### config.mk
export PLATFORM = sky130hd
export DESIGN_NAME = capture_display_ctrl_flat
export DESIGN_NICKNAME = d
export VERILOG_FILES = /design/src/rtl/capture_display_ctrl_if.sv /design/src/rtl/capture_display_ctrl.sv /design/src/flat_wrapper.sv
export SDC_FILE = /design/constraint.sdc
export NUM_CORES = 1
export LEC_CHECK = 0
export BUFFER_PORTS_ARGS = -buffer_cell sky130_fd_sc_hd__buf_2
export CAP_MARGIN = 20
export CORE_ASPECT_RATIO = 1.4
export CORE_MARGIN = 2
export CORE_UTILIZATION = 55
export DETAILED_ROUTE_END_ITERATION = 6
export PLACE_DENSITY_LB_ADDON = 0.1
export SETUP_SLACK_MARGIN = 0.2
export SLEW_MARGIN = 10
export SYNTH_ARGS = -nofsm -noshare
export SYNTH_HDL_FRONTEND = slang
export SYNTH_SLANG_ARGS = --single-unit
### constraint.sdc
create_clock -name clk_i -period 3.2 [get_ports clk_i]
set_clock_uncertainty 0.2 [all_clocks]
set_input_delay 0.64 -clock clk_i [delete_from_list [all_inputs] [get_ports clk_i]]
set_output_delay 0.64 -clock clk_i [all_outputs]
set_load 0.005 [all_outputs]
### src/rtl/capture_display_ctrl_if.sv
// Bundle of the capture/display control signals between the switch, LFSR and
// register-file side (master) and the controller (slave).
interface capture_display_ctrl_if;
    logic [1:0]  rate_i;
    logic        cap_i;
    logic        slot_i;
    logic        rnd_valid_i;
    logic [15:0] rnd_i;
    logic [1:0]  reg_we_o;
    logic [15:0] reg_data_o;
    logic        disp_sel_o;
    logic        tick_o;
    logic        busy_o;
    logic        err_o;

    modport master (
        output rate_i, cap_i, slot_i, rnd_valid_i, rnd_i,
        input  reg_we_o, reg_data_o, disp_sel_o, tick_o, busy_o, err_o
    );

    modport slave (
        input  rate_i, cap_i, slot_i, rnd_valid_i, rnd_i,
        output reg_we_o, reg_data_o, disp_sel_o, tick_o, busy_o, err_o
    );
endinterface

### src/rtl/capture_display_ctrl.sv
// capture_display_ctrl: on a switch press, waits for the next random word and
// writes it into one of two display registers, giving up after a timeout.
// Independently, alternates the display mux between the two registers at a
// rate chosen by rate_i.
module capture_display_ctrl #(
    parameter logic [27:0] T_HALF = 28'd5_000_000,
    parameter logic [27:0] T_ONE  = 28'd10_000_000,
    parameter logic [27:0] T_TWO  = 28'd20_000_000,
    parameter logic [27:0] T_TMO  = 28'd25_000_000
) (
    input logic                   clk_i,
    input logic                   rst_i,
    capture_display_ctrl_if.slave bus
);

    localparam logic [1:0] S_IDLE  = 2'd0;
    localparam logic [1:0] S_ARMED = 2'd1;
    localparam logic [1:0] S_WRITE = 2'd2;

    logic [1:0]  state;
    logic        cap_q;
    logic        first_q;
    logic        slot_q;
    logic        err_q;
    logic [27:0] tmo_cnt;
    logic [15:0] data_q;
    logic        request;

    logic [1:0]  rate_q;
    logic [27:0] per_cnt;
    logic [27:0] per_len;
    logic        tick_q;
    logic        sel_q;

    // A switch already high when reset releases must not count as a press, so
    // the first post-reset cycle only loads cap_q.
    assign request = bus.cap_i & ~cap_q & ~first_q;

    // Capture sequencer: arm on a press, take the next random word, write it once.
    always_ff @(posedge clk_i) begin
        if (rst_i) begin
            state   <= S_IDLE;
            cap_q   <= 1'b0;
            first_q <= 1'b1;
            slot_q  <= 1'b0;
            err_q   <= 1'b0;
            tmo_cnt <= 28'd0;
            data_q  <= 16'd0;
        end else begin
            cap_q   <= bus.cap_i;
            first_q <= 1'b0;
            err_q   <= 1'b0;
            case (state)
                S_IDLE: begin
                    if (request) begin
                        slot_q  <= bus.slot_i;
                        tmo_cnt <= 28'd0;
                        state   <= S_ARMED;
                    end
                end
                S_ARMED: begin
                    if (bus.rnd_valid_i) begin
                        data_q <= bus.rnd_i;
                        state  <= S_WRITE;
                    end else if (tmo_cnt == T_TMO - 28'd1) begin
                        err_q <= 1'b1;
                        state <= S_IDLE;
                    end else begin
                        tmo_cnt <= tmo_cnt + 28'd1;
                    end
                end
                S_WRITE: begin
                    state <= S_IDLE;
                end
                default: begin
                    state <= S_IDLE;
                end
            endcase
        end
    end

    assign bus.busy_o     = (state != S_IDLE);
    assign bus.reg_we_o   = (state == S_WRITE) ? (slot_q ? 2'b10 : 2'b01) : 2'b00;
    assign bus.reg_data_o = data_q;
    assign bus.err_o      = err_q;

    // Period length for the currently registered rate; zero means hold.
    always_comb begin
        per_len = 28'd0;
        case (rate_q)
            2'b01:   per_len = T_TWO;
            2'b10:   per_len = T_ONE;
            2'b11:   per_len = T_HALF;
            default: per_len = 28'd0;
        endcase
    end

    // Display period counter: a rate change restarts the period from zero.
    always_ff @(posedge clk_i) begin
        if (rst_i) begin
            rate_q  <= 2'b00;
            per_cnt <= 28'd0;
            tick_q  <= 1'b0;
            sel_q   <= 1'b0;
        end else begin
            rate_q <= bus.rate_i;
            tick_q <= 1'b0;
            if ((bus.rate_i != rate_q) || (rate_q == 2'b00)) begin
                per_cnt <= 28'd0;
            end else if (per_cnt == per_len - 28'd1) begin
                per_cnt <= 28'd0;
                tick_q  <= 1'b1;
                sel_q   <= ~sel_q;
            end else begin
                per_cnt <= per_cnt + 28'd1;
            end
        end
    end

    assign bus.tick_o     = tick_q;
    assign bus.disp_sel_o = sel_q;

endmodule

### src/flat_wrapper.sv
// flat-port wrapper written by rule: the top's interface ports become plain ports
module capture_display_ctrl_flat 
#(
    parameter logic [27:0] T_HALF = 28'd5_000_000,
    parameter logic [27:0] T_ONE  = 28'd10_000_000,
    parameter logic [27:0] T_TWO  = 28'd20_000_000,
    parameter logic [27:0] T_TMO  = 28'd25_000_000
)
  (clk_i, rst_i, bus_rate_i, bus_cap_i, bus_slot_i, bus_rnd_valid_i, bus_rnd_i, bus_reg_we_o, bus_reg_data_o, bus_disp_sel_o, bus_tick_o, bus_busy_o, bus_err_o);
  capture_display_ctrl_if bus_i ();
  input logic clk_i;
  input logic rst_i;
  input wire logic [$bits(bus_i.rate_i)-1:0] bus_rate_i;
  input wire logic [$bits(bus_i.cap_i)-1:0] bus_cap_i;
  input wire logic [$bits(bus_i.slot_i)-1:0] bus_slot_i;
  input wire logic [$bits(bus_i.rnd_valid_i)-1:0] bus_rnd_valid_i;
  input wire logic [$bits(bus_i.rnd_i)-1:0] bus_rnd_i;
  output wire logic [$bits(bus_i.reg_we_o)-1:0] bus_reg_we_o;
  output wire logic [$bits(bus_i.reg_data_o)-1:0] bus_reg_data_o;
  output wire logic [$bits(bus_i.disp_sel_o)-1:0] bus_disp_sel_o;
  output wire logic [$bits(bus_i.tick_o)-1:0] bus_tick_o;
  output wire logic [$bits(bus_i.busy_o)-1:0] bus_busy_o;
  output wire logic [$bits(bus_i.err_o)-1:0] bus_err_o;
  assign bus_i.rate_i = bus_rate_i;
  assign bus_i.cap_i = bus_cap_i;
  assign bus_i.slot_i = bus_slot_i;
  assign bus_i.rnd_valid_i = bus_rnd_valid_i;
  assign bus_i.rnd_i = bus_rnd_i;
  assign bus_reg_we_o = bus_i.reg_we_o;
  assign bus_reg_data_o = bus_i.reg_data_o;
  assign bus_disp_sel_o = bus_i.disp_sel_o;
  assign bus_tick_o = bus_i.tick_o;
  assign bus_busy_o = bus_i.busy_o;
  assign bus_err_o = bus_i.err_o;
  capture_display_ctrl #(.T_HALF(T_HALF), .T_ONE(T_ONE), .T_TWO(T_TWO), .T_TMO(T_TMO)) u_core (.clk_i(clk_i), .rst_i(rst_i), .bus(bus_i));
endmodule
==> reports/results.ini <==
[status]
status=finished, final reports clean

[global_route]
overflow=0
grt_max_degree=30
track_usage=0.2397
grt_pass1_vias=3426
antenna_found_initial=0
grt_pass1_wl_um=15730

[drt]
drtAntennaViolNets=0
vias_per_cell=5.779
drt_iter0_drc=251
route.detailed.drc=0
postRouteWirelength_um=9223
drtPass1Iterations=4
wl_per_cell_um=14.76
vias=3612

[synthesis]
synth_nets=521
synth_flop_cell=dfxtp_1
synth_commonest_cells=dfxtp_1, nand2_1, nor3_1
synth-seq-cells=82
synth_top_area_frac=0.4043
synth_area_leaders=dfxtp_1, nand2_1, xor2_1
synth_most_common_cell=dfxtp_1
synth_warnings=0
synth_cells=490
synthesis.area_sq_um=4060
yosysUniqueCellTypes=49
synth_edf_count=0
syn_area_per_cell_sq_um=8.286
synthArstFlopShare=0
synth.yosys.seq_area_share=0.4043
yosysTopAreaCell=dfxtp_1

[worst_setup_path]
crit_path_end_kind=flip-flop
critPathSlowestCell=dfxtp_1
crit_chain=inv_1, ha_1, xnor2_1, mux2i_1, or3_1, nor4bb_4, buf_6, nor3b_1
crit_family=simple AND/OR/NAND/NOR gates
crit_buf_inv=2
critPathMaxStageDelay_ns=0.47
cp.required_ns=3.28
crit_fanout=29
cp_data_arrival_time_ns=2.82
crit_path_start_kind=flip-flop
crit_type=reg -> reg

[placement]
dp_hpwl_um=6651
dp_cells=609
port_buffers=44
pre_cts_slack_ns=0.4373
globalplace.congestion=0.8751

[sta]
finalSetupViolCount=0
tightest_slew_ns=0.6307
timing.fmax_mhz=364.5
maxSlewViolCount=0
setup_slack_ns=0.4565
min_period_over_period=0.8573
fin_tns_setup_ns=0
max-slew-margin-rel=0.5795
rsz0062_at_grt=false
hold_viol=0
min_period_ns=2.743

[power]
p_sw_frac=0.2332
p_switching_w=0.0004486
ir_worst_vdd_mv=0.3056
pwr-share-comb=0.057
pwr-share-seq=0.540
powerDensity_nw_per_um2=423.2
cellInternalPower_w=0.001475
power_frac_clock=0.403
leakagePower_nw=1.600

[clock_network]
cts_hold_buffers=0
insertion_delay_ns=0.36
cts_root_buffer=clkbuf_8
tritoncts=built
clk_pin_slew_ns=0.08
cts_resized=0
numCtsBuffers=9
htree_levels=3
clock_path_buffers=2
clock-sinks=82
post_cts_buffers=0

[floorplanning]
core_sq_um=7268
io_pins=45
fp.dieW_um=76.62
die_h_um=105.7
initial_utilization=0.5586
row_count=37
dieArea_sq_um=8095

[layout]
stdcell_count=625
drive_above_1_share=0.1364
n_antenna_cell=0
area_growth_pct=11.99
nNetsFinal=554

[min_path]
hold_path_class=reg -> reg

[run]
drv_cap=0

==> cell usage in the layout, fill, tap and decap left out, types with 4 or more instances in the layout <==
master	n
o21ai_0	13
nor4_1	17
and4_1	9
ha_1	8
nor3_1	38
nor2b_1	5
nor2_1	24
and3_1	13
or4_1	8
nor3b_1	6
nand4_1	19
a21oi_1	30
xor2_1	23
nand2_1	64
clkbuf_8	11
dfxtp_1	82
xnor2_1	22
nand3_1	28
or3_1	4
buf_2	44
inv_1	8
==> tightest hold or removal path, stage by stage (launching register included) <==
cell,delay [ns]
dfxtp_1,0.31
nand2_1,0.05
a21oi_1,0.05
==> layer usage <==
metal | wire [um] | track usage | vias to the layer above
met5 | 0 | 0 | -
met4 | 252 | 0.1247 | 0
li1 | - | - | 1834
met3 | 233 | 0.04195 | 21
met2 | 4843 | 0.4349 | 52
met1 | 3893 | 0.2650 | 1705
==> kinds of logic after synthesis <==
logic type | count (synthesis) | share of synthesized area
flops | 82 | 0.4043
simple gates | 254 | 0.3368
mux | 3 | 0.007396
buf+inv | 34 | 0.03390
xor+xnor | 45 | 0.09707
fa+ha+maj | 8 | 0.02465
compound gates | 64 | 0.09584
==> final timing paths <==
path,start,endpoint,slack [ns],depth (start not counted)
setup / recovery,u_core.rate_q[0]$_SDFF_PP0_,u_core.bus.tick_o$_SDFF_PP0_,0.46,8
setup reg to reg,u_core.rate_q[0]$_SDFF_PP0_,u_core.bus.tick_o$_SDFF_PP0_,0.46,8
hold reg to reg,u_core.bus.reg_data_o[2]$_SDFFE_PP0P_,u_core.bus.reg_data_o[2]$_SDFFE_PP0P_,0.25,2
hold / removal,u_core.bus.reg_data_o[2]$_SDFFE_PP0P_,u_core.bus.reg_data_o[2]$_SDFFE_PP0P_,0.25,2
==> per-stage QoR <==
stage | hold slack, ns | power, W | util | area (sq um)
floorplan | 0.2453 | 0.001132 | - | 4060
global route | 0.2765 | 0.001997 | 0.6256 | 4547
finish | 0.2505 | 0.001924 | 0.6256 | 4547
CTS | 0.2551 | 0.001944 | 0.6251 | 4543
global placement | 0.2393 | 0.001170 | 0.5970 | 4339
detailed placement | 0.2439 | 0.001172 | 0.5970 | 4339
==> sequential cells by signal, indices dropped and copies added, names as in the netlist <==
name / flops
u_core.per_cnt: 28
u_core.rate_q: 2
u_core.slot_q: 1
u_core.tmo_cnt: 28
u_core.cap_q: 1
u_core.bus.disp_sel_o: 1
u_core.bus.tick_o: 1
u_core.first_q: 1
u_core.bus.reg_data_o: 16
u_core.bus.err_o: 1
u_core.state: 2
==> power by group through the flow <==
stage / Clock, W / Sequential (W) / Combinational [W]
CTS: 0.000795 / 0.00104 / 0.000110
finish: 0.000776 / 0.00104 / 0.000110
floorplan: 0 / 0.00106 / 0.0000699
global route: 0.000834 / 0.00104 / 0.000122
global placement: 0 / 0.00106 / 0.000107
detailed placement: 0 / 0.00106 / 0.000109
==> layout make-up <==
cell class	instances	area [sq um]
clock buffer	12	155.1
clock inverter	4	48.80
fill	678	2721
inverter	8	30.03
multi-input combinational	374	2296
sequential	82	1642
tap	97	121.4
timing repair buffer	48	254.0
No activity file was read; power rests on OpenSTA's default activity.
